==> src/rtl/rvga_types_pkg.sv <==
// Shared types for the rvga pipeline hazard controller.
package rvga_types;

  localparam int reg_addr_width_lp = 5;

  typedef enum logic [1:0] {
    HZ_IDLE = 2'd0,
    HZ_WAIT = 2'd1,
    HZ_ERR  = 2'd2
  } rvga_hazard_state_e;

  typedef logic [reg_addr_width_lp-1:0] rvga_reg_addr;

  typedef struct packed {
    logic pc_stall;
    logic ifid_stall;
    logic idex_stall;
    logic exmem_stall;
    logic memwb_stall;
    logic ifid_flush;
    logic idex_flush;
    logic exmem_flush;
  } rvga_pipe_ctrl_s;

endpackage

==> src/rtl/rvga_dmem_wait_fsm.sv <==
// Tracks multi-cycle data-memory accesses with a timeout; ERR is sticky until reset.
module rvga_dmem_wait_fsm
  import rvga_types::*;
#(
  parameter int timeout_p       = 255,
  parameter int timeout_width_p = 8
) (
  input  logic clk_i,
  input  logic rst_i,
  input  logic mem_req_i,
  input  logic dmem_resp_v_i,
  output logic mem_stall_v_o,
  output logic mem_err_o
);

  localparam logic [timeout_width_p-1:0] timeout_lp = timeout_width_p'(timeout_p);

  rvga_hazard_state_e         state_r, state_n;
  logic [timeout_width_p-1:0] cnt_r, cnt_n;

  always_ff @(posedge clk_i) begin
    if (rst_i) begin
      state_r <= HZ_IDLE;
      cnt_r   <= '0;
    end else begin
      state_r <= state_n;
      cnt_r   <= cnt_n;
    end
  end

  always_comb begin
    state_n       = state_r;
    cnt_n         = cnt_r;
    mem_stall_v_o = 1'b0;
    mem_err_o     = 1'b0;
    case (state_r)
      HZ_IDLE: begin
        if (mem_req_i && !dmem_resp_v_i) begin
          state_n       = HZ_WAIT;
          cnt_n         = timeout_width_p'(1);
          mem_stall_v_o = 1'b1;
        end
      end
      HZ_WAIT: begin
        // the response cycle releases the stall so memwb captures the data
        if (dmem_resp_v_i) begin
          state_n = HZ_IDLE;
          cnt_n   = '0;
        end else begin
          mem_stall_v_o = 1'b1;
          if (cnt_r == timeout_lp) state_n = HZ_ERR;
          else                     cnt_n   = cnt_r + timeout_width_p'(1);
        end
      end
      HZ_ERR: begin
        mem_stall_v_o = 1'b1;
        mem_err_o     = 1'b1;
      end
      default: state_n = HZ_IDLE;
    endcase
  end

endmodule

==> src/rtl/rvga_hazard_ctrl.sv <==
// Stall/flush priority logic for the five-stage rvga pipeline plus stall/flush cycle counters.
module rvga_hazard_ctrl
  import rvga_types::*;
#(
  parameter int reg_addr_width_p = 5,
  parameter int timeout_p        = 255,
  parameter int timeout_width_p  = 8,
  parameter int cnt_width_p      = 32
) (
  input  logic                        clk_i,
  input  logic                        rst_i,
  input  logic [reg_addr_width_p-1:0] id_rs1_i,
  input  logic                        id_rs1_v_i,
  input  logic [reg_addr_width_p-1:0] id_rs2_i,
  input  logic                        id_rs2_v_i,
  input  logic [reg_addr_width_p-1:0] ex_rd_i,
  input  logic                        ex_v_i,
  input  logic                        ex_is_load_i,
  input  logic                        mem_req_i,
  input  logic                        dmem_resp_v_i,
  input  logic                        btaken_i,
  output logic                        pc_stall_v_o,
  output logic                        ifid_stall_v_o,
  output logic                        idex_stall_v_o,
  output logic                        exmem_stall_v_o,
  output logic                        memwb_stall_v_o,
  output logic                        ifid_flush_o,
  output logic                        idex_flush_o,
  output logic                        exmem_flush_o,
  output logic                        mem_err_o,
  output logic [cnt_width_p-1:0]      stall_cnt_o,
  output logic [cnt_width_p-1:0]      flush_cnt_o
);

  logic            mem_stall_v;
  logic            load_use_v;
  logic            any_flush;
  rvga_pipe_ctrl_s ctrl;

  rvga_dmem_wait_fsm #(
    .timeout_p       (timeout_p),
    .timeout_width_p (timeout_width_p)
  ) u_wait_fsm (
    .clk_i         (clk_i),
    .rst_i         (rst_i),
    .mem_req_i     (mem_req_i),
    .dmem_resp_v_i (dmem_resp_v_i),
    .mem_stall_v_o (mem_stall_v),
    .mem_err_o     (mem_err_o)
  );

  assign load_use_v = ex_v_i && ex_is_load_i && (ex_rd_i != '0)
                   && ((id_rs1_v_i && (id_rs1_i == ex_rd_i))
                    || (id_rs2_v_i && (id_rs2_i == ex_rd_i)));

  // memory stall > branch flush > load-use stall
  always_comb begin
    ctrl = '0;
    if (rst_i) begin
      ctrl.ifid_flush  = 1'b1;
      ctrl.idex_flush  = 1'b1;
      ctrl.exmem_flush = 1'b1;
    end else if (mem_stall_v) begin
      ctrl.pc_stall    = 1'b1;
      ctrl.ifid_stall  = 1'b1;
      ctrl.idex_stall  = 1'b1;
      ctrl.exmem_stall = 1'b1;
      ctrl.memwb_stall = 1'b1;
    end else if (btaken_i) begin
      ctrl.ifid_flush  = 1'b1;
      ctrl.idex_flush  = 1'b1;
      ctrl.exmem_flush = 1'b1;
    end else if (load_use_v) begin
      ctrl.pc_stall    = 1'b1;
      ctrl.ifid_stall  = 1'b1;
      ctrl.idex_flush  = 1'b1;
    end
  end

  assign pc_stall_v_o    = ctrl.pc_stall;
  assign ifid_stall_v_o  = ctrl.ifid_stall;
  assign idex_stall_v_o  = ctrl.idex_stall;
  assign exmem_stall_v_o = ctrl.exmem_stall;
  assign memwb_stall_v_o = ctrl.memwb_stall;
  assign ifid_flush_o    = ctrl.ifid_flush;
  assign idex_flush_o    = ctrl.idex_flush;
  assign exmem_flush_o   = ctrl.exmem_flush;

  assign any_flush = ctrl.ifid_flush || ctrl.idex_flush || ctrl.exmem_flush;

  always_ff @(posedge clk_i) begin
    if (rst_i) begin
      stall_cnt_o <= '0;
      flush_cnt_o <= '0;
    end else begin
      if (ctrl.pc_stall) stall_cnt_o <= stall_cnt_o + cnt_width_p'(1);
      if (any_flush)     flush_cnt_o <= flush_cnt_o + cnt_width_p'(1);
    end
  end

endmodule

==> config.mk <==
export PLATFORM = sky130hd
export DESIGN_NAME = rvga_hazard_ctrl
export DESIGN_NICKNAME = d
export VERILOG_FILES = /design/src/rtl/rvga_types_pkg.sv /design/src/rtl/rvga_dmem_wait_fsm.sv /design/src/rtl/rvga_hazard_ctrl.sv
export SDC_FILE = /design/constraint.sdc
export NUM_CORES = 1
export LEC_CHECK = 0
export ABC_AREA = 0
export ABC_CLOCK_PERIOD_IN_PS = 5700
export CAP_MARGIN = 5
export CORE_MARGIN = 10
export CORE_UTILIZATION = 40
export DETAILED_ROUTE_END_ITERATION = 8
export PLACE_DENSITY = 0.67
export SLEW_MARGIN = 30
export SYNTH_ARGS = -nofsm -noshare
export SYNTH_HDL_FRONTEND = slang
export SYNTH_SLANG_ARGS = --single-unit
==> constraint.sdc <==
create_clock -name clk_i -period 5.7 [get_ports clk_i]
set_clock_uncertainty 0.05 [all_clocks]
set_input_delay 1.71 -clock clk_i [delete_from_list [all_inputs] [get_ports clk_i]]
set_output_delay 1.71 -clock clk_i [all_outputs]
set_load 0.01 [all_outputs]
==> impl_metrics.csv, run 1 <==
group,metric,value,unit
status,run_status,"complete, no violations",
setup_path,reg2regPathDepth,7,
finish,drive_gt1_frac,0.0693,
placed_design,place_inst,676,
synth,synth_largest_type_area_fraction,0.379,
finish,final_cells,692,
clock_tree,cts_repair_resize_count,0,
setup_path,crit_path_max_incr_delay,0.61,ns
setup_path,critical_path.most_common_cell,"clkdlybuf4s50_1",
detailed_routing,drcViolationCount,0,
floorplanning,rows,35,
detailed_routing,wl_on_met1,4690,um
clock_tree,clk_transition_reported_paths,0.07,ns
clock_tree,cts-buffers-inserted,9,
finish,layout-area-overhead-vs-synth,30.9,%
sta,max_clock_freq,181,MHz
synth,asyncSetResetFlopFracSynth,0,
synth,synthesized_cell_area,3900,um2
floorplanning,die-width,119,um
synth,postSynthRegisterBits,74,
sta,setup_repair_after_global_routing_missed_its_margin,"false",
detailed_routing,top_signal_layer_used,"met4",
setup_path,timing.critical_path.from_type,"input pin",
synth,synth_largest_area_cell,"dfxtp_1",
synth,syn_inst,476,
setup_path,critical_path.cell_chain,"clkdlybuf4s50_1, xnor2_1, nand4_1, o22ai_1, a21boi_4, nor2_1, clkdlybuf4s50_1",
detailed_routing,totalWireLength,10800,um
sta,hold_violations,0,
sta,holdWs,0.443,ns
grt,grt_first_pass_wirelength,18200,um
clock_tree,clkLatencyLatePin,0.34,ns
floorplanning,initial_core_util,0.417,
setup_path,worst_path_max_delay_cell,"clkdlybuf4s50_1",
sta,final-max-slew-violation-count,0,
grt,grt_util_all_layers,0.151,
grt,grt_pass1_vias,3788,
synth,netlist-cell-type-count,53,
worst_hold_path,min_delay_path_depth,2,
synth,synthFlopType,"dfxtp_1",
clock_tree,clock_h_tree_levels,3,
setup_path,timing.rr.start,"flush_cnt_o[0]",
setup_path,critPathArrivalTime,3.77,ns
synth,synth_warnings,0,
sta,tns,0,ns
power,p_leak,1.57,nW
synth,netlist_top_cells_area,"dfxtp_1, a21oi_1, or3_1",
detailed_routing,vias_per_cell,5.70,
finish,antennaDiodeCount,0,
synth,syn-num-nets,503,
sta,timing.slew.headroom,0.568,
placed_design,io_buffer_count,96,
clock_tree,numClockSinks,74,
clock_tree,cts_setup_buffers,0,
clock_tree,buffer_levels_on_the_longest_clock_path,2,
sta,setup_viol,0,
sta,period_needed,5.53,ns
finish,area_occupied_by_multi_input_gates,2240,um2
placed_design,hpwl_detailed,7760,um
sta,finalCritPeriodShare,0.970,
detailed_routing,drtAntennaViolNets,0,
floorplanning,core-area,9370,um2
worst_hold_path,min_delay_path_class,"reg -> reg",
finish,layout.area.seq,1480,um2
placed_design,gpl_congestion,0.797,
worst_hold_path,holdCritStartpoint,"u_wait_fsm.cnt_r[5]",
setup_path,regToRegEndpoint,"flush_cnt_o[28]",
clock_tree,root_buffer,"clkbuf_8",
worst_hold_path,hold_path_end,"u_wait_fsm.cnt_r[5]",
detailed_routing,num_vias,3946,
finish,n_fill_cell,897,
synth,synth_seq_area_share,0.379,
grt,gr-total-overflow,0,
detailed_routing,avgRoutedWirePerCell,15.5,um
setup_path,critPathMaxFanout,3,
detailed_routing,wl_met3,778,um
setup_path,setup_slack_of_the_most_critical_reg_to_reg_path,3.21,ns
power,vdd_ir_drop_max,0.0000991,V
detailed_routing,dr.first_iter.drc_count,199,
synth,synth_edf_count,0,
floorplanning,die_area,14100,um2
finish,finish.utilization,0.545,
grt,antenna_found_initial,0,
clock_tree,cts_tree,"built",
setup_path,setup.worst_path.class,"in -> out",
floorplanning,die-height,119,um
detailed_routing,drt_pass1_iterations,4,
grt,grt_max_degree,62,
power,power,0.00103,W
power,power_density,201,nW/um2
sta,worst_slew_pin_slew,0.641,ns
floorplanning,ioPinCount,97,
job,max_cap_viol_count,0,
detailed_routing,met2RoutedLength,5220,um
finish,fin_nets,585,
setup_path,critical_path.endpoint_type,"output port",
clock_tree,cts.hold.buffers_added,0,
setup_path,cp_data_required_time,3.94,ns
synth,syn_area_per_cell,8.20,um2
-- placed cells by master, fill, tap and decap left out, drive strengths merged, types with 10 or more instances in the layout --
master	netlist	routed
nand2	28	28
xnor2	10	10
o21ai	42	42
or4	16	16
nor2	20	20
o31ai	17	17
clkdlybuf4s50	0	95
nand4	26	26
and3	11	11
nand3	31	31
a21oi	54	54
or3	37	37
dfxtp	74	74
-- registers in the layout, summed over array words and instances, names as in the netlist --
signal and cells:
stall_cnt_o 32, u_wait_fsm.cnt_r 8, u_wait_fsm.state_r 2, flush_cnt_o 32
-- kinds of logic (layout without fill, tap and decap cells) --
logic type | after synthesis | after routing | synth area share
AND/OR/NAND/NOR | 201 | 201 | 0.296
multiplexers | 3 | 3 | 0.00865
XOR/XNOR | 15 | 15 | 0.0337
adder cells (fa/ha/maj) | 3 | 3 | 0.00962
AO/OA/AOI/OAI | 141 | 141 | 0.224
flip-flops | 74 | 74 | 0.379
buffers and inverters | 39 | 126 | 0.0494
-- area by class of cell --
type	instances	area share
Sequential cell	74	0.290
Tap cell	129	0.0316
Clock inverter	7	0.0132
Timing Repair Buffer	104	0.199
Clock buffer	9	0.0242
Inverter	6	0.00465
Multi-Input combinational cell	363	0.438
-- how the worst max path moves through the flow --
stage | to | slack [ns] | startpoint
detailed placement | pc_stall_v_o | 0.15 | ex_rd_i[4]
floorplan | idex_flush_o | 0.82 | ex_rd_i[0]
finish | pc_stall_v_o | 0.17 | ex_rd_i[4]
global placement | pc_stall_v_o | 0.20 | ex_rd_i[1]
CTS | pc_stall_v_o | 0.14 | ex_rd_i[4]
global route | pc_stall_v_o | 0.03 | ex_rd_i[2]
-- report_power, final --
group,internal (W),leakage (nW),switching (W),total (W)
Clock,0.000202,0.103,0.000199,0.000401
Combinational,0.0000437,0.866,0.0000539,0.0000975
Sequential,0.000521,0.597,0.00000773,0.000529
-- worst max-delay path, delay by kind of cell --
family | cells | cell delay, ns
XOR/XNOR | 1 | 0.14
buffers and inverters | 2 | 1.15
AO/OA/AOI/OAI | 2 | 0.41
AND/OR/NAND/NOR | 2 | 0.35
-- synth_stat cells (5+ instances only) --
cell       n
a21oi_1   52
and2_1     5
and3_1    11
and4_1     9
buf_2      9
buf_4      5
clkbuf_1  17
dfxtp_1   74
nand2_1   28
nand3_1   30
nand4_1   26
nor2_1    19
nor3_1     5
o21a_1     5
o21ai_0   42
o31ai_1   17
o41ai_1    5
or3_1     37
or4_1     16
xnor2_1   10
xor2_1     5
-- through the flow --
step           setup slack [ns]  instance area (um2)
6_report                  0.171                 5110
5_1_grt                  0.0338                 5110
4_1_cts                   0.138                 5110
3_5_place_dp              0.146                 4920
3_3_place_gp              0.196                 4920
2_1_floorplan             0.820                 3900
-- per-layer routing --
metal  track usage  vias to the layer above
met4        0.0489                        0
met5             0                        -
met2         0.248                       90
li1              -                     1973
met1         0.178                     1877
met3        0.0566                        6
Power figures use the tool's default switching activity.
==> run 2: changes to the inputs <==
--- a/config.mk
+++ b/config.mk
@@ -8,6 +8,7 @@
 export ABC_AREA = 0
 export ABC_CLOCK_PERIOD_IN_PS = 5700
 export CAP_MARGIN = 5
+export CORE_ASPECT_RATIO = 1.75
 export CORE_MARGIN = 10
 export CORE_UTILIZATION = 40
 export DETAILED_ROUTE_END_ITERATION = 8
==> impl_metrics.csv, run 2 (same netlist as run 1, synthesis figures left out) <==
group,metric,value,unit
sta,finalCritPeriodShare,0.979,
floorplanning,ioPinCount,97,
sta,final-max-slew-violation-count,0,
setup_path,critical_path.most_common_cell,"clkdlybuf4s50_1",
sta,timing.slew.headroom,0.527,
detailed_routing,vias_per_cell,5.78,
placed_design,place_inst,668,
power,power_density,235,nW/um2
finish,layout.cells.most_common,"clkdlybuf4s50_1",
worst_hold_path,holdCritStartpoint,"flush_cnt_o[31]",
job,max_cap_viol_count,0,
setup_path,critical_path.cell_chain,"clkdlybuf4s50_1, xnor2_1, nand4_1, o22ai_1, a21boi_4, nor2_1, clkdlybuf4s50_1",
status,run_status,"complete, no violations",
setup_path,setup.worst_path.class,"in -> out",
detailed_routing,drt_pass1_iterations,4,
worst_hold_path,min_delay_path_class,"reg -> reg",
floorplanning,die-height,151,um
finish,layout-area-overhead-vs-synth,33.8,%
clock_tree,cts_repair_resize_count,0,
sta,setup_repair_after_global_routing_missed_its_margin,"false",
detailed_routing,totalWireLength,11200,um
detailed_routing,dr.first_iter.drc_count,117,
clock_tree,cts.hold.buffers_added,0,
finish,fin_nets,584,
detailed_routing,avgRoutedWirePerCell,16.4,um
power,vdd_ir_drop_max,0.000159,V
placed_design,io_buffer_count,96,
grt,grt_first_pass_wirelength,18000,um
sta,worst_slew_pin_slew,0.710,ns
grt,grt_util_all_layers,0.154,
setup_path,setup_slack_of_the_most_critical_reg_to_reg_path,3.18,ns
finish,final_cells,684,
setup_path,timing.rr.start,"flush_cnt_o[0]",
floorplanning,die-width,94.7,um
clock_tree,cts_setup_buffers,0,
worst_hold_path,hold_path_end,"flush_cnt_o[31]",
clock_tree,clock_h_tree_levels,3,
setup_path,cp_data_required_time,3.94,ns
setup_path,crit_path_max_incr_delay,0.61,ns
setup_path,reg2regPathDepth,7,
finish,drive_gt1_frac,0.0641,
placed_design,gpl_congestion,0.794,
grt,grt_pass1_vias,3661,
finish,most-common-layout-cells,"clkdlybuf4s50_1, dfxtp_1, a21oi_1, o21ai_0, or3_1",
worst_hold_path,min_delay_path_depth,2,
sta,setup_viol,0,
clock_tree,cts_tree,"built",
clock_tree,buffer_levels_on_the_longest_clock_path,2,
setup_path,worst_path_max_delay_cell,"clkdlybuf4s50_1",
floorplanning,initial_core_util,0.410,
placed_design,hpwl_detailed,8080,um
setup_path,critical_path.endpoint_type,"output port",
power,power,0.00122,W
detailed_routing,num_vias,3952,
sta,tns,0,ns
grt,antenna_found_initial,0,
setup_path,critPathMaxFanout,3,
floorplanning,die_area,14300,um2
clock_tree,clk_transition_reported_paths,0.05,ns
setup_path,regToRegEndpoint,"flush_cnt_o[28]",
clock_tree,root_buffer,"clkbuf_16",
setup_path,cp_top_delay_family,"buffers and inverters",
floorplanning,core-area,9530,um2
grt,grt_max_degree,67,
clock_tree,numClockSinks,74,
detailed_routing,drcViolationCount,0,
grt,gr-total-overflow,0,
detailed_routing,drtAntennaViolNets,0,
sta,max_clock_freq,179,MHz
clock_tree,clkLatencyLatePin,0.33,ns
finish,antennaDiodeCount,0,
setup_path,critPathArrivalTime,3.82,ns
sta,hold_violations,0,
clock_tree,cts-buffers-inserted,9,
power,p_leak,1.61,nW
setup_path,timing.critical_path.from_type,"input pin",
floorplanning,rows,47,
finish,largest_registers_ranked_by_flip_flop_count,"flush_cnt_o x32, stall_cnt_o x32, u_wait_fsm.cnt_r x8",
setup_path,crit_buf_inv,2,
sta,period_needed,5.58,ns
-- run 2: worst register-to-register path: cells and delay by family, from the launching register on --
family / cells / cell delay [ns]
AOI/OAI and AO/OA: 1 / 0.15
adders and majority gates: 1 / 0.24
DFF: 1 / 0.47
and+or+nand+nor: 5 / 1.53
-- run 2: final cells by class --
cell class,instances,area (um2)
Fill cell,916,4310
Multi-Input combinational cell,363,2240
Sequential cell,74,1480
Timing Repair Buffer,103,1010
Clock buffer,15,288
Tap cell,122,153
Clock inverter,1,30.0
Inverter,6,23.8
-- run 2: routing by layer --
metal / track usage / wire length, um / vias to the layer above
met5: 0 / 0 / -
li1: - / - / 1973
met2: 0.265 / 5680 / 91
met4: 0.0647 / 212 / 0
met1: 0.167 / 4550 / 1872
met3: 0.0523 / 767 / 16
-- run 2: how the worst max path moves through the flow --
| stage | start | endpoint | slack [ns] | depth (start not counted) |
|---|---|---|---|---|
| floorplan | ex_rd_i[0] | idex_flush_o | 0.82 | 6 |
| global placement | ex_rd_i[4] | pc_stall_v_o | 0.17 | 7 |
| detailed placement | ex_rd_i[1] | ifid_stall_v_o | 0.09 | 7 |
| CTS | ex_rd_i[1] | ifid_stall_v_o | 0.09 | 7 |
| global route | ex_rd_i[1] | ifid_stall_v_o | 0.05 | 7 |
| finish | ex_rd_i[1] | ifid_stall_v_o | 0.12 | 7 |
-- run 2: power breakdown --
| group | leakage (nW) | switching [W] | internal [W] |
|---|---|---|---|
| clock network | 0.156 | 0.000209 | 0.000387 |
| registers | 0.597 | 0.00000817 | 0.000522 |
| logic | 0.861 | 0.0000548 | 0.0000433 |
-- run 2: per-stage QoR --
step	hold slack (ns)	utilization	cell area, um2	worst slack, ns
2_1_floorplan	0.404	-	3900	0.820
3_3_place_gp	0.412	0.515	4900	0.171
3_5_place_dp	0.424	0.515	4900	0.0893
4_1_cts	0.433	0.548	5220	0.0893
5_1_grt	0.472	0.548	5220	0.0464
6_report	0.435	0.548	5220	0.120
